### src/rtl/riscv_pipe_pkg.sv
// ============================================================================
//  Module : riscv_pipe_pkg
//  Brief  : Shared pipeline control-word layout for the 5-stage RV32I core.
//  Rev    : 1.0  initial release
// ============================================================================
`default_nettype none

package riscv_pipe_pkg;

  localparam int CTRL_W = 8;

  localparam int CTRL_REGWRITE = 0;
  localparam int CTRL_MEMREAD  = 1;
  localparam int CTRL_MEMWRITE = 2;
  localparam int CTRL_MEMTOREG = 3;
  localparam int CTRL_ALUSRC   = 4;
  localparam int CTRL_ALUOP_LO = 5;
  localparam int CTRL_BRANCH   = 7;

  localparam logic [CTRL_W-1:0] CTRL_BUBBLE = '0;

  // Field order mirrors the bit positions above (MSB first).
  typedef struct packed {
    logic       branch;
    logic [1:0] alu_op;
    logic       alu_src;
    logic       mem_to_reg;
    logic       mem_write;
    logic       mem_read;
    logic       reg_write;
  } ctrl_t;

endpackage

`default_nettype wire

### src/rtl/hazard_detect.sv
// ============================================================================
//  Module : hazard_detect
//  Brief  : Combinational load-use hazard detection between EX and ID.
//  Rev    : 1.0  initial release
// ============================================================================
`default_nettype none

module hazard_detect
  import riscv_pipe_pkg::*;
(
  input  logic       ex_valid,
  input  logic       ex_mem_read,
  input  logic [4:0] ex_rd,
  input  logic       id_valid,
  input  logic [4:0] id_rs1,
  input  logic [4:0] id_rs2,
  output logic       load_use
);

  // Both source fields are compared for every format; false stalls are harmless.
  always_comb begin
    load_use = ex_valid && ex_mem_read && (ex_rd != 5'd0) && id_valid &&
               ((ex_rd == id_rs1) || (ex_rd == id_rs2));
  end

endmodule

`default_nettype wire

### src/rtl/id_ex_hazard_reg.sv
// ============================================================================
//  Module : id_ex_hazard_reg
//  Brief  : ID/EX pipeline register with load-use stall, branch flush and
//           saturating stall/flush event counters.
//  Rev    : 1.0  initial release
// ============================================================================
`default_nettype none

module id_ex_hazard_reg
  import riscv_pipe_pkg::*;
#(
  parameter int XLEN  = 32,
  parameter int CNT_W = 16
) (
  input  logic              clk,
  input  logic              rst_n,
  input  logic              ID_Valid,
  input  logic [XLEN-1:0]   ID_PC,
  input  logic [XLEN-1:0]   ID_RD1,
  input  logic [XLEN-1:0]   ID_RD2,
  input  logic [XLEN-1:0]   ID_Imm,
  input  logic [4:0]        ID_RS1,
  input  logic [4:0]        ID_RS2,
  input  logic [4:0]        ID_RD,
  input  logic [2:0]        ID_Funct3,
  input  logic              ID_Funct7b5,
  input  logic [CTRL_W-1:0] ID_Ctrl,
  input  logic              ExtStall,
  input  logic              BranchTaken,
  output logic              EX_Valid,
  output logic [XLEN-1:0]   EX_PC,
  output logic [XLEN-1:0]   EX_RD1,
  output logic [XLEN-1:0]   EX_RD2,
  output logic [XLEN-1:0]   EX_Imm,
  output logic [4:0]        EX_RS1,
  output logic [4:0]        EX_RS2,
  output logic [4:0]        EX_RD,
  output logic [2:0]        EX_Funct3,
  output logic              EX_Funct7b5,
  output logic [CTRL_W-1:0] EX_Ctrl,
  output logic              PCWrite,
  output logic              IFIDWrite,
  output logic              IFIDFlush,
  output logic [CNT_W-1:0]  StallCount,
  output logic [CNT_W-1:0]  FlushCount
);

  logic load_use;
  logic do_flush;
  logic do_stall;
  logic do_bubble;

  hazard_detect u_hazard_detect (
    .ex_valid    (EX_Valid),
    .ex_mem_read (EX_Ctrl[CTRL_MEMREAD]),
    .ex_rd       (EX_RD),
    .id_valid    (ID_Valid),
    .id_rs1      (ID_RS1),
    .id_rs2      (ID_RS2),
    .load_use    (load_use)
  );

  // A taken branch outranks load-use; ExtStall masks both.
  always_comb begin
    do_flush  = !ExtStall && BranchTaken;
    do_stall  = !ExtStall && !BranchTaken && load_use;
    do_bubble = do_flush || do_stall;
    PCWrite   = !ExtStall && !do_stall;
    IFIDWrite = !ExtStall && !do_stall;
    IFIDFlush = do_flush;
  end

  always_ff @(posedge clk or negedge rst_n) begin
    if (!rst_n) begin
      EX_Valid    <= 1'b0;
      EX_PC       <= '0;
      EX_RD1      <= '0;
      EX_RD2      <= '0;
      EX_Imm      <= '0;
      EX_RS1      <= '0;
      EX_RS2      <= '0;
      EX_RD       <= '0;
      EX_Funct3   <= '0;
      EX_Funct7b5 <= 1'b0;
      EX_Ctrl     <= CTRL_BUBBLE;
    end else if (!ExtStall) begin
      if (do_bubble) begin
        EX_Valid    <= 1'b0;
        EX_PC       <= '0;
        EX_RD1      <= '0;
        EX_RD2      <= '0;
        EX_Imm      <= '0;
        EX_RS1      <= '0;
        EX_RS2      <= '0;
        EX_RD       <= '0;
        EX_Funct3   <= '0;
        EX_Funct7b5 <= 1'b0;
        EX_Ctrl     <= CTRL_BUBBLE;
      end else begin
        EX_Valid    <= ID_Valid;
        EX_PC       <= ID_PC;
        EX_RD1      <= ID_RD1;
        EX_RD2      <= ID_RD2;
        EX_Imm      <= ID_Imm;
        EX_RS1      <= ID_RS1;
        EX_RS2      <= ID_RS2;
        EX_RD       <= ID_RD;
        EX_Funct3   <= ID_Funct3;
        EX_Funct7b5 <= ID_Funct7b5;
        EX_Ctrl     <= ID_Valid ? ID_Ctrl : CTRL_BUBBLE;
      end
    end
  end

  always_ff @(posedge clk or negedge rst_n) begin
    if (!rst_n) begin
      StallCount <= '0;
      FlushCount <= '0;
    end else begin
      if (do_stall && (StallCount != {CNT_W{1'b1}}))
        StallCount <= StallCount + 1'b1;
      if (do_flush && (FlushCount != {CNT_W{1'b1}}))
        FlushCount <= FlushCount + 1'b1;
    end
  end

endmodule

`default_nettype wire

### config.mk
export PLATFORM = sky130hd
export DESIGN_NAME = id_ex_hazard_reg
export DESIGN_NICKNAME = d
export VERILOG_FILES = /design/src/rtl/riscv_pipe_pkg.sv /design/src/rtl/hazard_detect.sv /design/src/rtl/id_ex_hazard_reg.sv
export SDC_FILE = /design/constraint.sdc
export NUM_CORES = 1
export LEC_CHECK = 0
export ABC_AREA = 1
export CORE_MARGIN = 10
export CORE_UTILIZATION = 39
export CTS_CLUSTER_DIAMETER = 120
export CTS_CLUSTER_SIZE = 20
export DETAILED_ROUTE_END_ITERATION = 16
export HOLD_SLACK_MARGIN = 0.02
export PLACE_DENSITY = 0.83
export REMOVE_ABC_BUFFERS = 1
export SLEW_MARGIN = 5
export SYNTH_ARGS = -nofsm -noshare
export SYNTH_HDL_FRONTEND = slang
export SYNTH_SLANG_ARGS = --single-unit
### constraint.sdc
create_clock -name clk -period 2.3 [get_ports clk]
set_clock_uncertainty 0.05 [all_clocks]
set_input_delay 0.69 -clock clk [delete_from_list [all_inputs] [get_ports clk]]
set_output_delay 0.69 -clock clk [all_outputs]
set_load 0.05 [all_outputs]
==> results.sh <==
export IMPL_outcome="finished with violations"
export IMPL_violations="setup timing"
export IMPL_nNetsFinal=1460
export IMPL_cts_tree="built"
export IMPL_cts_sinks=188
export IMPL_drc=0
export IMPL_gr_usage_all_layers_pct=19.6
export IMPL_switching_share_pct=33.8
export IMPL_area_growth_pct=49.7
export IMPL_clk_latency_ns=0.43
export IMPL_critPathCaptureType="output port"
export IMPL_synth_edf_count=0
export IMPL_yosysWarnings=0
export IMPL_diodes=0
export IMPL_core_mm2=0.0210
export IMPL_final_hold_violation_count=0
export IMPL_antenna_left=0
export IMPL_wirelength_um=27900
export IMPL_setup_ws_ns=-0.224
export IMPL_drt_wirelength_per_cell_um=17.6
export IMPL_synth_top_area_cell="dfrtp_1"
export IMPL_via_per_inst=4.86
export IMPL_gr_total_overflow=0
export IMPL_holdWs_ns=0.109
export IMPL_cp_max_fo=2
export IMPL_rsz0062_at_grt="true"
export IMPL_period_minus_slack_ns=2.52
export IMPL_num_vias=7699
export IMPL_hold_path_class="in2async"
export IMPL_cap_violations=0
export IMPL_drive_gt1_share_pct=19.6
export IMPL_setup_worst_path_class="in2out"
export IMPL_postSynthAreaPerCell_um2=8.85
export IMPL_yosysSeqAreaShare_pct=56.3
export IMPL_p_int_uw=5960
export IMPL_finalCritPeriodShare_pct=110
export IMPL_fmax_mhz=396
export IMPL_drt_initial_drc_count=596
export IMPL_grt_max_degree=95
export IMPL_grt_pass1_vias=8007
export IMPL_yosysUniqueCellTypes=28
export IMPL_synth_top_area_share_pct=56.3
export IMPL_worstPathRequired_ns=1.56
export IMPL_grt_antenna_before_repair=0
export IMPL_syn_area_mm2=0.00835
export IMPL_clk_pin_slew_ns=0.08
export IMPL_port_buffers=350
export IMPL_rr_worst_depth=9
export IMPL_r2r_slack_ns=0.32
export IMPL_die_x_um=166
export IMPL_power_frac_clock_pct=33.7
export IMPL_relSlewSlack_pct=35.1
export IMPL_crit_arrival_ns=1.78
export IMPL_yosys_most_used_dff="dfrtp_1"
export IMPL_cellPowerDensity_mw_per_mm2=720
export IMPL_p_switching_uw=3050
export IMPL_timing_rr_start="EX_RD[0]"
export IMPL_irDropWorstVdd_mv=0.469
export IMPL_seq_power_share_pct=41.6
export IMPL_tightest_slew_ns=0.973
export IMPL_rows=53
export IMPL_die_h_um=166
export IMPL_clockRootBuffer="clkbuf_16"
export IMPL_ios=351
export IMPL_cts_inserted_buffers=17
export IMPL_postSynthCellCount=944
export IMPL_setup_violations=2
export IMPL_synthTopCellsByCount="nand2_1, dfrtp_1, nand3_1, inv_1, nand3_2"
export IMPL_leakagePower_uw=0.00674
export IMPL_crit_path_start_kind="primary input"
export IMPL_drtPass1Iterations=5
export IMPL_cts_htree_levels=4
export IMPL_ys_ff_latch=188
export IMPL_timing_rr_end="EX_RD2[12]"
export IMPL_place_gp_congestion=0.912
export IMPL_die_area_mm2=0.0277
export IMPL_synthArstFlopShare_pct=100
export IMPL_tns_ns=-0.447
export IMPL_synth_most_common_cell="nand2_1"
export IMPL_p_comb_share_pct=24.8
export IMPL_synthTopCellsByArea="dfrtp_1, nand2_1, nand3_1"
export IMPL_slew_viol_final=0
export IMPL_clock_path_buffers=2
export IMPL_initial_core_util_pct=39.7
export IMPL_grt_pass1_wl_um=44600
export IMPL_dp_hpwl_um=20700
export IMPL_finish_utilization_pct=59.5
routing by layer:
layer / global-route usage [%] / part of all wire (%) / vias to the layer above
met2: 33.1 / 50 / 318
met3: 6.93 / 8.9 / 48
met4: 6.72 / 2.3 / 0
li1: - / - / 3701
met5: 0 / 0 / -
met1: 22.8 / 39 / 3632
how the worst max path moves through the flow:
| stage | from | cells after the start | slack [ns] | end |
|---|---|---|---|---|
| after floorplan | BranchTaken | 6 | -4.55 | IFIDWrite |
| after CTS | EX_RD[0] | 8 | -0.20 | IFIDWrite |
| final | ID_RS1[3] | 11 | -0.22 | PCWrite |
| after global routing | EX_RD[0] | 8 | -0.31 | PCWrite |
| after detailed placement | ID_RS2[0] | 11 | -0.52 | PCWrite |
| after global placement | ID_RS2[0] | 11 | -0.49 | PCWrite |
worst max-delay path, stage by stage:
cell and delay (ns):
clkdlybuf4s15_1 0.20, inv_2 0.05, nand2_1 0.06, nand2_1 0.07
nor2_1 0.17, nand3_2 0.11, nand2_4 0.12, nand2_8 0.06
inv_4 0.06, nor2_4 0.04, buf_8 0.15
placed cells by master (no fill, tap or decap), drive strengths merged, types with 3 or more instances in the layout:
cell type / count
xnor2: 8
buf: 160
clkbuf: 18
clkdlybuf4s50: 145
dlygate4sd2: 80
nand3b: 3
dfrtp: 188
nand3: 159
nor3: 7
inv: 55
nand4: 19
nor2: 31
nand2: 392
xor2: 18
o21ai: 15
cell type report:
class / count / area, um2
clock buffer: 18 / 439
inverter: 48 / 183
multi-input combinational: 656 / 3210
sequential: 188 / 4710
clock inverter: 12 / 155
tap: 275 / 344
fill: 1833 / 8520
timing repair buffer: 387 / 3470
power groups by stage:
stage               Sequential (uW)  Clock [uW]  Combinational [uW]
floorplan                      4690           0                 345
global placement               3800           0                2280
CTS                            3740        3110                2250
detailed placement             3800           0                2310
global route                   3780        3250                2360
finish                         3740        3030                2230
per-stage QoR:
step	cell area, um2	total power [uW]	instances	worst slack, ns
floorplan	8050	5030	892	-4.55
detailed placement	11900	6110	1551	-0.520
CTS	12500	9110	1584	-0.204
global route	12500	9390	1584	-0.309
finish	12500	9010	1584	-0.224
global placement	11900	6070	1551	-0.486
cell families (layout without fill, tap and decap cells):
family / Yosys count / after routing / synth area share [%]
xor gates and xnor gates: 26 / 26 / 2.73
AOI/OAI and AO/OA: 15 / 15 / 0.899
DFF: 188 / 188 / 56.3
buffers and inverters: 100 / 465 / 5.78
adders and majority gates: 2 / 2 / 0.300
and+or+nand+nor: 613 / 613 / 34.0
state kept, by name (all words and copies together) (netlist names):
name / count
EX_Imm: 32
EX_PC: 32
EX_RD1: 32
EX_RD2: 32
FlushCount: 16
StallCount: 16
EX_Ctrl: 8
EX_RD: 5
EX_RS1: 5
EX_RS2: 5
EX_Funct3: 3
EX_Funct7b5: 1
EX_Valid: 1
repair_timing:
action | 4_1_cts | 5_1_grt
resized for setup | 96 | 2
buffers inserted | 3 | 0
hold buffers | 0 | 0
pin swaps | 9 | 1
setup endpoints to repair | 73 | 2
(Power assumes the default switching activity.)
